File: src/rtl/nvdla_package.sv
// Shared types for the NVDLA CSB responder model: FSM state, request bundle and
// response flags, plus a width helper that never returns zero.
package nvdla_package;

  typedef enum logic {
    RSP_IDLE = 1'b0,
    RSP_READ = 1'b1
  } state_csb_rsp_t;

  typedef struct packed {
    logic        valid;
    logic [15:0] addr;
    logic [31:0] wdat;
    logic        write;
    logic        nposted;
  } ctrl_csb_req_t;

  typedef struct packed {
    logic        ready;
    logic        rdata_valid;
    logic [31:0] rdata;
    logic        wr_complete;
  } flags_csb_rsp_t;

  // Counter width for a value range of [0, v-1]; one bit minimum so v==1 still works.
  function automatic int unsigned clog2_min1(input int unsigned v);
    return (v > 1) ? $clog2(v) : 1;
  endfunction

endpackage

File: src/rtl/nvdla_csb_intr_timer.sv
// Interrupt countdown for the CSB responder: a kick (re)loads the delay, expiry
// latches a pending flag that stays up until write-1-to-clear.
module nvdla_csb_intr_timer
  import nvdla_package::*;
#(
  parameter int unsigned INTR_DELAY = 8
) (
  input  logic clk_i,
  input  logic rst_i,
  input  logic kick_i,
  input  logic clear_i,
  output logic busy_o,
  output logic pending_o
);

  localparam int unsigned CNT_W = clog2_min1(INTR_DELAY + 1);

  logic [CNT_W-1:0] r_count;
  logic             r_busy;
  logic             r_pending;
  logic             w_expire;

  // A kick landing on the final count restarts the countdown instead of firing.
  assign w_expire = r_busy && (r_count == CNT_W'(1)) && !kick_i;

  // NOTE: state registers use non-blocking assignments so every flop samples the
  // pre-edge values of its neighbours, independent of statement order.
  always_ff @(posedge clk_i or posedge rst_i) begin
    if (rst_i) begin
      r_count   <= '0;
      r_busy    <= 1'b0;
      r_pending <= 1'b0;
    end else begin
      if (kick_i) begin
        r_count <= CNT_W'(INTR_DELAY);
        r_busy  <= 1'b1;
      end else if (r_busy) begin
        r_count <= r_count - 1'b1;
        if (r_count == CNT_W'(1)) r_busy <= 1'b0;
      end

      // Set beats a same-cycle clear so an interrupt is never lost.
      if (w_expire)     r_pending <= 1'b1;
      else if (clear_i) r_pending <= 1'b0;
    end
  end

  assign busy_o    = r_busy;
  assign pending_o = r_pending;

endmodule

File: src/rtl/nvdla_csb_responder.sv
// CSB target model: word-addressed register file with fixed read latency,
// non-posted write completion and a delayed level interrupt via STATUS/KICK.
module nvdla_csb_responder
  import nvdla_package::*;
#(
  parameter int unsigned NUM_REGS     = 16,
  parameter int unsigned READ_LATENCY = 2,
  parameter int unsigned INTR_DELAY   = 8,
  parameter logic [15:0] ADDR_BASE    = 16'h0000,
  parameter logic [31:0] ERR_DATA     = 32'h0000_0000
) (
  input  logic        clk_i,
  input  logic        rst_i,
  input  logic        csb_valid_i,
  output logic        csb_ready_o,
  input  logic [15:0] csb_addr_i,
  input  logic [31:0] csb_wdat_i,
  input  logic        csb_write_i,
  input  logic        csb_nposted_i,
  output logic        csb_rdata_valid_o,
  output logic [31:0] csb_rdata_o,
  output logic        csb_wr_complete_o,
  output logic        intr_o,
  output logic        busy_o
);

  localparam int unsigned IDX_W      = clog2_min1(NUM_REGS);
  localparam int unsigned RCNT_W     = clog2_min1(READ_LATENCY);
  localparam logic [15:0] IDX_STATUS = 16'(NUM_REGS - 2);
  localparam logic [15:0] IDX_KICK   = 16'(NUM_REGS - 1);

  ctrl_csb_req_t     w_req;
  flags_csb_rsp_t    w_rsp;
  state_csb_rsp_t    r_state;
  logic [RCNT_W-1:0] r_rcnt;
  logic [31:0]       r_snapshot;
  logic [31:0]       r_rdata_hold;
  logic              r_wr_complete;
  logic [31:0]       r_regs [NUM_REGS];

  logic [15:0] w_idx;
  logic        w_in_range;
  logic        w_accept;
  logic        w_is_status;
  logic        w_is_kick;
  logic        w_store;
  logic        w_kick;
  logic        w_clear;
  logic        w_strobe;
  logic [31:0] w_rd_data;
  logic        w_busy;
  logic        w_pending;

  assign w_req = '{valid:   csb_valid_i,
                   addr:    csb_addr_i,
                   wdat:    csb_wdat_i,
                   write:   csb_write_i,
                   nposted: csb_nposted_i};

  // Offset wraps in 16 bits, so addresses below ADDR_BASE decode as out of range.
  assign w_idx       = w_req.addr - ADDR_BASE;
  assign w_in_range  = (w_idx < 16'(NUM_REGS));
  assign w_is_status = w_in_range && (w_idx == IDX_STATUS);
  assign w_is_kick   = w_in_range && (w_idx == IDX_KICK);
  assign w_accept    = w_req.valid && w_rsp.ready;

  assign w_store = w_accept && w_req.write && w_in_range && !w_is_status && !w_is_kick;
  assign w_kick  = w_accept && w_req.write && w_is_kick && w_req.wdat[0];
  assign w_clear = w_accept && w_req.write && w_is_status && w_req.wdat[0];

  // NOTE: every combinational output gets a default first so no path can infer a latch.
  always_comb begin
    w_rd_data = ERR_DATA;
    if (w_in_range) begin
      if (w_is_status)    w_rd_data = {31'b0, w_pending};
      else if (w_is_kick) w_rd_data = {31'b0, w_busy};
      else                w_rd_data = r_regs[w_idx[IDX_W-1:0]];
    end
  end

  // NOTE: the register array is reset explicitly because software expects all-zero
  // contents after reset; this forces flops rather than a RAM macro.
  always_ff @(posedge clk_i or posedge rst_i) begin
    if (rst_i) begin
      for (int i = 0; i < NUM_REGS; i++) r_regs[i] <= '0;
    end else if (w_store) begin
      r_regs[w_idx[IDX_W-1:0]] <= w_req.wdat;
    end
  end

  always_ff @(posedge clk_i or posedge rst_i) begin
    if (rst_i) begin
      r_state       <= RSP_IDLE;
      r_rcnt        <= '0;
      r_snapshot    <= '0;
      r_rdata_hold  <= '0;
      r_wr_complete <= 1'b0;
    end else begin
      r_wr_complete <= w_accept && w_req.write && w_req.nposted;
      case (r_state)
        RSP_IDLE: begin
          if (w_accept && !w_req.write) begin
            r_state    <= RSP_READ;
            r_rcnt     <= RCNT_W'(READ_LATENCY - 1);
            r_snapshot <= w_rd_data;
          end
        end
        RSP_READ: begin
          if (r_rcnt == '0) begin
            r_state      <= RSP_IDLE;
            r_rdata_hold <= r_snapshot;
          end else begin
            r_rcnt <= r_rcnt - 1'b1;
          end
        end
        default: r_state <= RSP_IDLE;
      endcase
    end
  end

  // Read data shows the snapshot only during the strobe and the last delivered value otherwise.
  assign w_strobe          = (r_state == RSP_READ) && (r_rcnt == '0);
  assign w_rsp.ready       = (r_state == RSP_IDLE);
  assign w_rsp.rdata_valid = w_strobe;
  assign w_rsp.rdata       = w_strobe ? r_snapshot : r_rdata_hold;
  assign w_rsp.wr_complete = r_wr_complete;

  nvdla_csb_intr_timer #(
    .INTR_DELAY (INTR_DELAY)
  ) u_intr_timer (
    .clk_i     (clk_i),
    .rst_i     (rst_i),
    .kick_i    (w_kick),
    .clear_i   (w_clear),
    .busy_o    (w_busy),
    .pending_o (w_pending)
  );

  assign csb_ready_o       = w_rsp.ready;
  assign csb_rdata_valid_o = w_rsp.rdata_valid;
  assign csb_rdata_o       = w_rsp.rdata;
  assign csb_wr_complete_o = w_rsp.wr_complete;
  assign intr_o            = w_pending;
  assign busy_o            = w_busy;

endmodule

File: config.mk
export PLATFORM = sky130hd
export DESIGN_NAME = nvdla_csb_responder
export DESIGN_NICKNAME = d
export VERILOG_FILES = /design/src/rtl/nvdla_package.sv /design/src/rtl/nvdla_csb_intr_timer.sv /design/src/rtl/nvdla_csb_responder.sv
export SDC_FILE = /design/constraint.sdc
export NUM_CORES = 1
export LEC_CHECK = 0
export ABC_AREA = 1
export CORE_ASPECT_RATIO = 0.75
export CORE_MARGIN = 3
export CORE_UTILIZATION = 55
export DETAILED_ROUTE_END_ITERATION = 12
export PLACE_DENSITY = 0.73
export RECOVER_POWER = 100
export SETUP_SLACK_MARGIN = 0.5
export SYNTH_ARGS = -nofsm -noshare
export SYNTH_HDL_FRONTEND = slang
export SYNTH_SLANG_ARGS = --single-unit
File: constraint.sdc
create_clock -name clk_i -period 21.3 [get_ports clk_i]
set_input_delay 3.195 -clock clk_i [delete_from_list [all_inputs] [get_ports clk_i]]
set_output_delay 3.195 -clock clk_i [all_outputs]
set_load 0.005 [all_outputs]
---- After elaboration in Yosys (flattened, before gate mapping) ----
Index checks and enable logic that the tools add are counted.
word-level totals
  register bits ........................... 585
  output and inout bits ................... 37
  word-level logic and storage cells ...... 84
cells by class
  add/subtract/negate cells ............... 2
  magnitude comparators ................... 3
  eq/ne operators ......................... 4
  multiplexer cells ....................... 23
  bitwise gates (word level) .............. 3
  reductions and logical operators ........ 25
operators by type and width
  operator               count
  $bwmux W512            1
  $mux W32               7
  $bmux W32 S4           1
  $demux W32 S4          1
  $eq A16 B4 Y1 const B  2
  $logic_and A1 B1 Y1    17
  $lt A16 B5 Y1 const B  1
  $mux W1                9
  $mux W4                2
  $ge A5 B5 Y1 const B   1
  $lt A5 B1 Y1 const B   1
  $not A4 Y5             1
  $eq A4 B1 Y1 const B   1
  $logic_not A1 Y1       4
  $pmux W1 S2            2
  $reduce_and A2 Y1      2
  $reduce_bool A2 Y1     2
  $sub A4 B1 Y4 const B  1
  $ne A2 B1 Y1 const B   1
  $not A1 Y1             2
  $sub A1 B1 Y1 const B  1

---- Logic depth before layout (Yosys ltp) ----
Gate-level depths: netlist of run 1.
  depth in word-level cells ............... 8
  depth in mapped cells ................... 12
  gate-level depth less buffers ........... 11

---- Hierarchy ----
Synthesis of run 1 repeated with hierarchy kept, for this count alone.
unflattened totals
  cells, all modules ...................... 2663
  area total of the unflattened synthesis .. 24108.1 um^2
by module, submodules not included
  module                times used  cells each  area an instance (um^2)
  nvdla_csb_responder   1           2628        23816.6
  nvdla_csb_intr_timer  1           35          291.5

---- Worst setup path before layout of run 1 ----
Ideal clock, no wire load.
  kind .................................... input to register
  start ................................... input csb_addr_i[1]
  end ..................................... register r_regs[409] (netlist bit)
  arrival ................................. 4627 ps
  setup slack ............................. 16540 ps
  stages on the path ...................... 9
  cell sequence ........................... buf_6 -> nand2_1 -> nor2_1 -> nor3_4 -> buf_12 -> nand3_4 -> buf_4 -> nand2_1 -> o21ai_1
between the ends
  longest elaborated chain between the ends .. 6
RTL lines
  element                                                             line                       RTL
  start, declared                                                     nvdla_csb_responder.sv:16  input logic [15:0] csb_addr_i,
  $not A4 Y5 (implied by the code)                                    nvdla_csb_responder.sv:87  r_regs[w_idx[IDX_W-1:0]] <= w_req.wdat;
  $ge A5 B5 Y1 (implied by the code) or $lt A5 B1 Y1 (tied branches)  nvdla_csb_responder.sv:87
  $logic_and A1 B1 Y1 (implied by the code)                           nvdla_csb_responder.sv:87
  $mux W32 (implied by the code)                                      nvdla_csb_responder.sv:87
  $demux W32 S4                                                       nvdla_csb_responder.sv:87
  $bwmux W512                                                         nvdla_csb_responder.sv:87
  end signal, assigned by index                                       nvdla_csb_responder.sv:87
  end, declared                                                       nvdla_csb_responder.sv:39  logic [31:0] r_regs [NUM_REGS];
Parallel ways exist; a longest one is shown, timed or not.
A chain may end at the register's enable or synchronous reset.

---- Worst setup path in the final report of run 1 ----
  start ................................... input csb_addr_i[3]
  end ..................................... register r_regs[220] (netlist bit)
The elaborated chain is that of the path after synthesis.

==> impl_metrics.yaml, run 1 <==
outcome:
  status: "finished with violations"
  violations: "max-capacitance violations, max-slew violations"
critical_path:
  critPathCaptureType: "register"
  cp-start-kind: "primary input"
  cp_max_fo: 64
  crit_arrival_ns: 11.44
  path_class: "primary input to register"
  reg2reg_depth: 5
  cp.required_ns: 21.73
  reg2reg_slack_ns: 15.30
die:
  fp.dieW_um: 249
  die-area_um2: 46900
  fp-row-count: 66
  start_util_pct: 56.0
  die_y_um: 188
  core_um2: 43500
  io_pins: 90
sta:
  finalMaxSlewViolations: 1452
  setup_violations: 0
  grt_setup_unrepaired: "no"
  hold_violations: 0
  fin_skew_ns: 0.0144
  slew-limit-headroom_pct: -291
  fmax_ghz: 0.0908
  worst_pin_slew_ns: 5.84
  fin_crit_sh_pct: 51.7
  final.setup.tns_ns: 0
  finalCriticalPeriod_ns: 11.02
finish:
  layout_commonest_cell: "nand2_1"
  area_delta_synth_final_pct: 8.93
  fillCellCount: 3551
  fin_area_um2: 26500
  final_nets: 2622
  fin_util_pct: 61.0
  final_cells: 3190
  final_cell_mix: "nand2_1, dfrtp_1, o21ai_0, o22ai_1, nor2_1"
  drive_gt1_share_pct: 4.60
clock_network:
  cts_resized: 0
  cts_setup_buffers: 0
  cts_num_sinks: 585
  cts_buffers: 56
  path_clk_slew_ns: 0.06
  htree_levels: 2
  cts_root_buffer: "clkbuf_16"
  cts_buffer_depth: 3
  ctsHoldBuffers: 0
  cts_tree: "built"
  clk_latency_ns: 0.59
drt:
  avgViaCountPerCell: 5.97
  detail_route.wl_per_cell_um: 20.5
  vias: 19000
  wl_mm: 65.3
  ant_nets: 0
  dr.pass1.iters: 6
  drtIter0Drc: 2150
  drc: 0
hold_path:
  min_path_type: "register to register"
  whs_path_depth: 0
synthesis:
  synth_nets: 2715
  netlist_area_um2: 24400
  synth.top_cells.by_area: "dfrtp_1, nand2_1, o21ai_1"
  yosysSeqAreaShare_pct: 60.1
  yosysWarnings: 0
  syn_inst: 2660
  ys_ff_latch: 585
  postSynthAreaPerCell_um2: 9.16
  synth_area_leader_cell: "dfrtp_1"
  synth.distinct_cells: 30
  synth_top_cell_area_share_pct: 60.1
power_and_ir_drop:
  power_w: 0.00229
  ir_worst_vdd_v: 0.0000653
  leakagePower_nw: 12.8
  p_per_area_nw_per_um2: 86.3
run:
  drv_cap: 23
global_routing:
  antenna_found_initial: 0
  grt_max_degree: 130
  grt_pass1_wl_mm: 104
  grt_remaining_overflow: 0
  grt_usage_pct: 27.9
  grt_pass1_vias: 18500
place:
  dpl_cell_area_um2: 24900
  port_buffers: 89
  place_inst: 3087
  dp_hpwl_mm: 36.0
  gp_congestion: 0.777
path summary, 6_finish.rpt:
check	from	end
worst max-delay path	csb_addr_i[3]	r_regs[220]
worst min register to register	r_regs[43]	r_regs[43]
max in group asynchronous	rst_i	r_regs[323]
min in group asynchronous	rst_i	r_rdata_hold[28]
worst min-delay path	r_regs[43]	r_regs[43]
worst max register to register	r_state	r_regs[220]
registers in the layout, indices dropped and copies added (netlist names):
signal and flops:
r_regs 512, r_rdata_hold 32, r_snapshot 32, u_intr_timer.r_count 4
csb_wr_complete_o 1, r_rcnt 1, r_state 1, u_intr_timer.busy_o 1
u_intr_timer.pending_o 1
kinds of logic after synthesis:
group | Yosys count | synth area share [%]
and+or+nand+nor | 935 | 15.3
AOI/OAI and AO/OA | 795 | 17.8
DFF | 585 | 60.1
buffers and inverters | 341 | 6.67
xor gates and xnor gates | 2 | 0.0719
adders and majority gates | 2 | 0.103
synthesized netlist by cell type:
master      n
inv_2       1
nor2_2      3
o21ai_2    11
buf_12      1
nor3_1      3
nand4_1     2
buf_2      31
o21ai_0   230
buf_6      34
o21ai_1   309
buf_1       6
ha_1        2
inv_4       2
clkinv_1    1
clkbuf_1  181
nand3_1     6
nand3_4    10
nand2_4     1
nand2_1   759
inv_1      76
nand2_2     2
o22ai_1   244
nand2_8     1
o21a_1      1
nor2_1    143
dfrtp_1   585
nand3_2     4
xor2_1      2
nor3_4      1
buf_4       8
power breakdown:
| group | internal (W) | switching (W) | total [W] |
|---|---|---|---|
| clock network | 0.000604 | 0.000429 | 0.00103 |
| logic | 0.0000366 | 0.000106 | 0.000143 |
| registers | 0.00111 | 0.00000121 | 0.00111 |
worst max-delay path: stages:
cell	delay (ns)
dlygate4sd3_1	0.64
nand2_1	0.15
clkbuf_1	1.37
inv_1	0.68
nand2_1	0.37
nand2_1	0.13
nor3_1	1.26
nand3_1	2.63
o21ai_0	1.00
final cells by class:
| class | count | area [µm²] | area share [%] |
|---|---|---|---|
| inverters | 80 | 307 | 1.15 |
| repair buffers | 110 | 1010 | 3.81 |
| well taps | 578 | 723 | 2.72 |
| clock inverters | 26 | 295 | 1.11 |
| diodes | 1 | 2.50 | 0.00943 |
| multi-input cells | 1734 | 7950 | 30.0 |
| flip-flops and latches | 585 | 14600 | 55.1 |
| clock buffers | 76 | 1620 | 6.09 |
per-stage QoR:
step / hold slack (ns) / worst slack [ns]
2_1_floorplan: 0.424 / 1.74
3_3_place_gp: 0.360 / 13.72
3_5_place_dp: 0.360 / 13.44
4_1_cts: 0.379 / 13.99
5_1_grt: 0.388 / 9.35
6_report: 0.376 / 10.28
metal layers:
layer	share of wire (%)	routed length, µm	vias to the layer above	track usage [%]
met3	9.7	6310	124	6.75
met5	0	0	-	0
li1	-	-	8645	-
met1	46	29800	9427	41.8
met2	42	27500	840	40.8
met4	2.6	1690	0	7.96
(Power assumes the default switching activity.)
==> run 2, diff against run 1 <==
--- a/config.mk
+++ b/config.mk
@@ -10,7 +10,7 @@
 export CORE_MARGIN = 3
 export CORE_UTILIZATION = 55
 export DETAILED_ROUTE_END_ITERATION = 12
-export PLACE_DENSITY = 0.73
+export PLACE_DENSITY = 0.76
 export RECOVER_POWER = 100
 export SETUP_SLACK_MARGIN = 0.5
 export SYNTH_ARGS = -nofsm -noshare
==> constraint.sdc (replaced) <==
create_clock -name clk_i -period 8.89 [get_ports clk_i]
set_input_delay 1.3335 -clock clk_i [delete_from_list [all_inputs] [get_ports clk_i]]
set_output_delay 1.3335 -clock clk_i [all_outputs]
set_load 0.005 [all_outputs]
==> run 2 against run 1 <==
The flow still finishes with violations (max-capacitance violations, max-slew violations). Sequential share of layout area fell by 0.24 points. First-iteration DRC count rose by 11%. Highest routed layer unchanged. Final cell count fell by 0.25%. Power rose by 140%. Die area did not move. Non-clock buffer count fell by 3. Combinational power rose by 140%. Clock power rose by 130%. Utilization rose by 0.26 points. Critical path depth fell by 3. Global-route usage fell by 0.26 points.
==> impl_metrics.yaml, run 2 (synthesized netlist as in run 1, its figures left out) <==
run:
  drv_cap: 5
critical_path:
  cp_cell_sequence: "dlygate4sd3_1 -> nand2_1 -> nor2_1 -> nor3_4 -> nand3_2 -> o21ai_0"
  crit_family: "simple AND/OR/NAND/NOR gates"
  cp-start-kind: "primary input"
  cp.buffers_inverters: 1
  critical-path-max-stage-delay_ns: 1.78
  cp.required_ns: 9.36
  path_class: "primary input to register"
  cp_max_fo: 64
  critPathCaptureType: "register"
  crit_arrival_ns: 7.16
  cp_slowest_cell: "nand2_1"
finish:
  area_delta_synth_final_pct: 9.39
  top_regs: "r_regs: 512 flops, r_rdata_hold: 32 flops, r_snapshot: 32 flops"
  final_nets: 2618
  top_register: "r_regs"
  drive_gt1_share_pct: 4.99
  fin_area_um2: 26700
  multi_input_area_um2: 8090
  antenna_cells: 0
  fillCellCount: 3496
  final_cells: 3182
  layout_commonest_cell: "nand2_1"
  final_cell_mix: "nand2_1, dfrtp_1, o21ai_0, o22ai_1, nor2_1"
  largest_register_ffs: 512
  seq_area_um2: 14600
sta:
  grt_setup_unrepaired: "no"
  fin_crit_sh_pct: 75.3
  fin_skew_ns: 0.0104
  hold_violations: 0
  final.setup.tns_ns: 0
  worst_slack_ns: 2.20
  fmax_ghz: 0.149
  worst_pin_slew_ns: 3.64
  slew-limit-headroom_pct: -142
  finalCriticalPeriod_ns: 6.69
  setup_violations: 0
  finalMaxSlewViolations: 322
  hold_slack_ns: 0.376
power_and_ir_drop:
  leakagePower_nw: 12.8
  p_per_area_nw_per_um2: 203
  ir_worst_vdd_v: 0.000147
die:
  fp.dieW_um: 249
  fp-row-count: 66
  core_um2: 43500
  io_pins: 90
  die-area_um2: 46900
  start_util_pct: 56.0
  die_y_um: 188
drt:
  drtIter0Drc: 2379
  avgViaCountPerCell: 6.00
  dr.pass1.iters: 7
  detail_route.wl_per_cell_um: 20.3
  wl_mm: 64.6
  vias: 19100
  ant_nets: 0
  drc: 0
global_routing:
  grt_usage_pct: 27.6
  grt_remaining_overflow: 0
  grt_max_degree: 183
  grt_pass1_vias: 18600
  antenna_found_initial: 0
  grt_pass1_wl_mm: 103
place:
  dp_hpwl_mm: 35.5
  dpl_cell_area_um2: 24900
  dp_slack_ns: 2.83
  port_buffers: 89
  place_inst: 3083
  gp_congestion: 0.804
clock_network:
  cts_resized: 0
  cts_buffers: 55
  htree_levels: 2
  path_clk_slew_ns: 0.06
  cts_setup_buffers: 0
  cts_root_buffer: "clkbuf_16"
  cts_num_sinks: 585
  ctsHoldBuffers: 0
  cts_tree: "built"
  clk_latency_ns: 0.60
  cts_buffer_depth: 3
outcome:
  violations: "max-capacitance violations, max-slew violations"
  status: "finished with violations"
hold_path:
  min_path_type: "register to register"
## run 2: layer usage
layer | routed length, µm | track usage (%)
met5 | 0 | 0
met4 | 1330 | 7.20
met3 | 7230 | 7.20
met2 | 27700 | 41.3
met1 | 28400 | 40.5
## run 2: final cells by class
class | count | area share, %
clock buffer | 85 | 6.42
clock inverter | 13 | 0.535
inverter | 80 | 1.15
multi-input combinational | 1734 | 30.3
sequential | 585 | 54.9
tap | 578 | 2.71
timing repair buffer | 107 | 3.94
## run 2: path summary, 6_finish.rpt
check	from	endpoint	slack, ns	depth (start not counted)
min in group asynchronous	rst_i	r_regs[343]	1.67	2
worst max-delay path	csb_addr_i[0]	r_regs[92]	2.20	6
worst min-delay path	r_regs[41]	r_regs[41]	0.38	0
worst min register to register	r_regs[41]	r_regs[41]	0.38	0
max in group asynchronous	rst_i	r_regs[129]	2.95	3
worst max register to register	r_state	r_regs[92]	5.03	5
## run 2: report_power, final
group	switching, W	internal [W]	leakage [nW]
logic	0.000254	0.0000890	3.71
clock network	0.00100	0.00140	0.921
registers	0.00000300	0.00267	8.17
## run 2: per-stage QoR
| step | util [%] | total power (W) |
|---|---|---|
| final | 61.3 | 0.00542 |
| after CTS | 61.4 | 0.00545 |
| after global routing | 61.3 | 0.00558 |
| after floorplan | - | 0.00295 |
| after detailed placement | 57.2 | 0.00307 |
| after global placement | 57.2 | 0.00306 |
## run 2: worst reg2reg max path: cells and delay by family (launching register included)
family / cells / cell delay (ns)
AO/OA/AOI/OAI: 1 / 0.59
AND/OR/NAND/NOR: 4 / 2.74
flip-flops: 1 / 0.40
